==> config.mk <==
export PLATFORM = sky130hd
export DESIGN_NAME = pbus_interconnect
export DESIGN_NICKNAME = d
export VERILOG_FILES = /design/src/rtl/pbus_interconnect_pkg.sv /design/src/rtl/pbus_interconnect_addr_decode.sv /design/src/rtl/pbus_interconnect.sv
export SDC_FILE = /design/constraint.sdc
export NUM_CORES = 1
export LEC_CHECK = 0
export ABC_AREA = 1
export BUFFER_PORTS_ARGS = -buffer_cell sky130_fd_sc_hd__buf_2
export CORE_AREA = 2 2 134 136
export CTS_CLUSTER_DIAMETER = 120
export CTS_CLUSTER_SIZE = 25
export DETAILED_ROUTE_END_ITERATION = 6
export DIE_AREA = 0 0 136 138
export GPL_TIMING_DRIVEN = 0
export PLACE_DENSITY_LB_ADDON = 0.05
export SLEW_MARGIN = 0
export SYNTH_ARGS = -nofsm -noshare
export SYNTH_HDL_FRONTEND = slang
export SYNTH_SLANG_ARGS = --single-unit
==> constraint.sdc <==
create_clock -name clk -period 4.6 [get_ports clk]
set_input_delay 0 -clock clk [delete_from_list [all_inputs] [get_ports clk]]
set_output_delay 0 -clock clk [all_outputs]
set_load 0.1 [all_outputs]
==> src/rtl/pbus_interconnect_pkg.sv <==
// Shared definitions for the PicoRV32 native-bus interconnect: FSM states,
// address width, default error read data and counter sizing.
package pbus_interconnect_pkg;

  localparam int PBUS_AW = 32;
  localparam logic [31:0] PBUS_ERR_DATA = 32'hDEAD_BEEF;

  typedef enum logic [1:0] {
    ST_IDLE   = 2'd0,
    ST_DECODE = 2'd1,
    ST_ACTIVE = 2'd2,
    ST_RESP   = 2'd3
  } pbus_state_e;

  // Bits needed to hold values 0..limit; never narrower than one bit.
  function automatic int cnt_width(input int limit);
    return (limit > 1) ? $clog2(limit + 1) : 1;
  endfunction

endpackage

==> src/rtl/pbus_interconnect_addr_decode.sv <==
// Combinational base/mask address matcher. Produces a one-hot select in which
// the lowest-numbered matching slave wins, plus a flag that any slave matched.
module pbus_interconnect_addr_decode
  import pbus_interconnect_pkg::*;
#(
  parameter int                        NUM_SLAVES = 4,
  parameter logic [NUM_SLAVES*32-1:0]  SLV_BASE   = '0,
  parameter logic [NUM_SLAVES*32-1:0]  SLV_MASK   = '0
) (
  input  logic [PBUS_AW-1:0]    addr,
  output logic [NUM_SLAVES-1:0] sel_onehot,
  output logic                  hit
);

  logic [NUM_SLAVES-1:0] match;

  generate
    for (genvar gi = 0; gi < NUM_SLAVES; gi++) begin : g_match
      assign match[gi] = (addr & SLV_MASK[gi*32 +: 32]) == SLV_BASE[gi*32 +: 32];
    end
  endgenerate

  // Walk from the highest index down so the lowest match overwrites last.
  always_comb begin
    sel_onehot = '0;
    hit        = 1'b0;
    for (int i = NUM_SLAVES - 1; i >= 0; i--) begin
      if (match[i]) begin
        sel_onehot    = '0;
        sel_onehot[i] = 1'b1;
        hit           = 1'b1;
      end
    end
  end

endmodule

==> src/rtl/pbus_interconnect.sv <==
// One-master / NUM_SLAVES-slave PicoRV32 native-bus interconnect with registered
// decode, per-transfer timeout and error response. Define PBUS_ERR_STATUS_EN to
// build the err_addr / err_count status registers.
module pbus_interconnect
  import pbus_interconnect_pkg::*;
#(
  parameter int                        NUM_SLAVES     = 4,
  parameter int                        DATA_W         = 32,
  parameter logic [NUM_SLAVES*32-1:0]  SLV_BASE       = '0,
  parameter logic [NUM_SLAVES*32-1:0]  SLV_MASK       = '0,
  parameter int                        TIMEOUT_CYCLES = 255,
  parameter logic [DATA_W-1:0]         ERR_DATA       = DATA_W'(PBUS_ERR_DATA)
) (
  input  logic                         clk,
  input  logic                         reset,
  input  logic                         m_valid,
  input  logic [PBUS_AW-1:0]           m_addr,
  input  logic [DATA_W-1:0]            m_wdata,
  input  logic [DATA_W/8-1:0]          m_wstrb,
  output logic                         m_ready,
  output logic [DATA_W-1:0]            m_rdata,
  output logic [NUM_SLAVES-1:0]        s_valid,
  output logic [PBUS_AW-1:0]           s_addr,
  output logic [DATA_W-1:0]            s_wdata,
  output logic [DATA_W/8-1:0]          s_wstrb,
  input  logic [NUM_SLAVES-1:0]        s_ready,
  input  logic [NUM_SLAVES*DATA_W-1:0] s_rdata,
  output logic                         bus_err,
  output logic [PBUS_AW-1:0]           err_addr,
  output logic [7:0]                   err_count
);

  localparam int              CNT_W       = cnt_width(TIMEOUT_CYCLES);
  localparam logic [CNT_W-1:0] TIMEOUT_LIM = CNT_W'(TIMEOUT_CYCLES);
  localparam bit              TIMEOUT_EN  = (TIMEOUT_CYCLES != 0);

  pbus_state_e            state_reg;
  logic [CNT_W-1:0]       cnt_reg;
  logic [CNT_W-1:0]       cnt_next;
  logic                   expire;
  logic [NUM_SLAVES-1:0]  dec_sel;
  logic                   dec_hit;
  logic                   sel_ready;
  logic [DATA_W-1:0]      sel_rdata;

  pbus_interconnect_addr_decode #(
    .NUM_SLAVES (NUM_SLAVES),
    .SLV_BASE   (SLV_BASE),
    .SLV_MASK   (SLV_MASK)
  ) u_decode (
    .addr       (s_addr),
    .sel_onehot (dec_sel),
    .hit        (dec_hit)
  );

  // s_valid is one-hot while ACTIVE, so it doubles as the response select.
  always_comb begin
    sel_ready = |(s_ready & s_valid);
    sel_rdata = '0;
    for (int i = 0; i < NUM_SLAVES; i++) begin
      if (s_valid[i]) begin
        sel_rdata = sel_rdata | s_rdata[i*DATA_W +: DATA_W];
      end
    end
  end

  assign cnt_next = cnt_reg + 1'b1;
  assign expire   = TIMEOUT_EN && (cnt_next == TIMEOUT_LIM);

  always_ff @(posedge clk or posedge reset) begin
    if (reset) begin
      state_reg <= ST_IDLE;
      cnt_reg   <= '0;
      s_valid   <= '0;
      s_addr    <= '0;
      s_wdata   <= '0;
      s_wstrb   <= '0;
      m_ready   <= 1'b0;
      m_rdata   <= '0;
      bus_err   <= 1'b0;
    end else begin
      // Response outputs are single-cycle pulses; the RESP entry re-arms them.
      m_ready <= 1'b0;
      m_rdata <= '0;
      bus_err <= 1'b0;
      case (state_reg)
        ST_IDLE: begin
          if (m_valid) begin
            s_addr    <= m_addr;
            s_wdata   <= m_wdata;
            s_wstrb   <= m_wstrb;
            state_reg <= ST_DECODE;
          end
        end
        ST_DECODE: begin
          if (dec_hit) begin
            s_valid   <= dec_sel;
            cnt_reg   <= '0;
            state_reg <= ST_ACTIVE;
          end else begin
            m_ready   <= 1'b1;
            m_rdata   <= ERR_DATA;
            bus_err   <= 1'b1;
            state_reg <= ST_RESP;
          end
        end
        ST_ACTIVE: begin
          if (sel_ready) begin
            s_valid   <= '0;
            m_ready   <= 1'b1;
            m_rdata   <= sel_rdata;
            state_reg <= ST_RESP;
          end else if (expire) begin
            s_valid   <= '0;
            m_ready   <= 1'b1;
            m_rdata   <= ERR_DATA;
            bus_err   <= 1'b1;
            state_reg <= ST_RESP;
          end else begin
            cnt_reg <= cnt_next;
          end
        end
        ST_RESP: begin
          state_reg <= ST_IDLE;
        end
        default: begin
          state_reg <= ST_IDLE;
        end
      endcase
    end
  end

`ifdef PBUS_ERR_STATUS_EN
  logic err_event;

  // Same conditions that load bus_err, so status updates alongside the pulse.
  assign err_event = ((state_reg == ST_DECODE) && !dec_hit) ||
                     ((state_reg == ST_ACTIVE) && !sel_ready && expire);

  always_ff @(posedge clk or posedge reset) begin
    if (reset) begin
      err_addr  <= '0;
      err_count <= '0;
    end else if (err_event) begin
      err_addr <= s_addr;
      if (err_count != 8'hFF) begin
        err_count <= err_count + 8'd1;
      end
    end
  end
`else
  assign err_addr  = '0;
  assign err_count = '0;
`endif

endmodule

==> flow_metrics.tcl <==
set metrics [dict create \
    status "completed" \
    drive_above_1_share_pct 49.24 \
    cts_tree "done" \
    yosysMostFrequentCell "dfrtp_1" \
    finalSetupTns_ns 0 \
    ys.flop_type "dfrtp_1" \
    clk_pin_slew_ns 0.05 \
    synth-edff-count 0 \
    reg_top3 "m_rdata: 32 flops, s_addr: 32 flops, s_wdata: 32 flops" \
    grt_pass1_wl_mm 19.75 \
    grtUsageMet1_pct 14.98 \
    drv_slew 0 \
    arrival_ns 2.42 \
    timing.final.ws_setup_ns 2.467 \
    cp.required_ns 4.88 \
    finish.net_count 983 \
    drt_iter0_drc 92 \
    cts_buffers 17 \
    num_antenna_cells 0 \
    dp_slack_ns 2.411 \
    rows 49 \
    max_cap_violations 0 \
    path_cells "inv_1, ha_1, nand2_1, buf_1, buf_2, mux2_2" \
    clockBufferDepth 2 \
    use_met3_pct 4.767 \
    grtUsageTotal_pct 13.63 \
    num_vias 3981 \
    clock-sinks 113 \
    synthCells 405 \
    relSlewSlack_pct 61.96 \
    synth_top_cell_area_share_pct 57.33 \
    fp.coreArea_um2 17530 \
    avgViaCountPerCell 3.914 \
    cts_root_buf "clkbuf_16" \
    startpoint_type "register" \
    cp_slowest_cell "buf_1" \
    finClkSkew_ns 0.008912 \
    syn_avg_cell_area_um2 12.18 \
    ys_seq_area_share_pct 57.33 \
    ios 349 \
    critical_path.max_fanout 10 \
    synth-async-reset-ratio_pct 100.0 \
    finalCritPeriodShare_pct 46.36 \
    ys_top_cells_by_area "dfrtp_1 57%, mux2_2 16%, buf_4 6.5%" \
    cp_slowest_stage_delay_ns 0.43 \
    tightestPinTransition_ns 0.5707 \
    grt_antenna_before_repair 0 \
    die_x_um 136 \
    finalHoldViolCount 0 \
    clk_latency_ns 0.41 \
    path_class "reg -> reg" \
    drc 0 \
    routed_wl_mm 12.77 \
    fill_cells 1674 \
    port_buffers 206 \
    synth_area_um2 4932 \
    layout_min_cycle_time_ns 2.133 \
    start_util_pct 28.13 \
    rsz0062_at_grt "false" \
    grt.busiest_layer "met2" \
    overflow 0 \
    setup_viol 0 \
    hpwl_mm 9.086 \
    yosysUniqueCellTypes 28 \
    die_area_um2 18770 \
    synth-seq-cells 113 \
    h-tree-depth 4 \
    cts_setup_buffers 0 \
    yosysWarnings 0 \
    synth_top_cell_by_area "dfrtp_1" \
    ant_nets 0 \
    fp.dieH_um 138 \
    grt_max_degree 59 \
    area_growth_pct 64.16 \
    gp_congestion 0.7750 \
    dr.pass1.iters 4 \
    max_freq_mhz 468.9 \
    end_kind "register" \
    use_met2_pct 23.75 \
    avgRoutedWirePerCell_um 12.56 \
    ys_top_cells_by_count "113 x dfrtp_1, 68 x mux2_2, 47 x nor2_1" \
    hp-class "in -> reg" \
    grt_pass1_vias 4060 \
]
logic make-up after synthesis:
logic type,Yosys count,synth area share [%]
AND/OR/NAND/NOR,135,15.12
flip-flops,113,57.33
buffers and inverters,77,9.893
multiplexers,68,15.53
adder cells (fa/ha/maj),5,1.268
AO/OA/AOI/OAI,5,0.6086
other,1,0.07603
XOR/XNOR,1,0.1776
metrics by stage:
stage               utilization (%)  cells  area, µm²  hold slack, ns
floorplan                         -    447       5090          0.1062
global placement              36.54    882       6407          0.2127
detailed placement            36.73    883       6440          0.1041
CTS                           46.18   1017       8097         0.02990
global route                  46.18   1017       8097         0.07583
finish                        46.18   1017       8097         0.03004
worst paths after layout:
kind	cells after the start	slack, ns	from	endpoint
max in group asynchronous	4	3.73	reset	s_addr[29]
worst min register to register	2	0.47	state_reg[0]	state_reg[0]
worst min-delay path	4	0.03	s_ready[0]	m_rdata[28]
worst max register to register	6	2.47	state_reg[1]	s_wdata[28]
worst max-delay path	6	2.47	state_reg[1]	s_wdata[28]
min in group asynchronous	3	0.20	reset	m_rdata[4]
routing by layer:
layer,wire length (µm),vias up
li1,-,1969
met1,5220,1848
met2,6449,148
met3,886,16
met4,217,0
met5,0,-
cell type report:
class                      count  area [µm²]  share of cell area (%)
multi-input combinational    257        1774                   21.91
sequential                   113        2828                   34.93
timing repair buffer         309        2079                   25.68
inverter                      21       86.33                   1.066
buffer                        56       406.6                   5.022
clock inverter                 8       123.9                   1.530
tap                          229       286.5                   3.539
clock buffer                  24       511.7                   6.321
cells in the final DEF (no fill, tap or decap), types with 6 or more instances in the layout:
cell / count
clkbuf_8: 6
clkbuf_16: 17
buf_2: 208
nor2_1: 47
nand4_1: 8
dfrtp_1: 113
buf_4: 43
conb_1: 43
nor2_4: 22
inv_1: 17
mux2_2: 68
nand3_1: 7
dlygate4sd3_1: 102
nand2_1: 41
critical path, delay by kind of cell, from the launching register on:
family	cells	cell delay [ns]
mux	1	0.37
flops	1	0.37
buf+inv	3	0.85
simple gates	1	0.22
fa+ha+maj	1	0.19
what timing repair did:
| item | in CTS | in global routing |
|---|---|---|
| resized for setup | 0 | 0 |
| hold buffers | 102 | 0 |
| hold endpoints to repair | 157 | 0 |
Power is left out: the tool's default activity adds up to more than one toggle a clock period on the data nets, which glitch-free logic cannot reach.
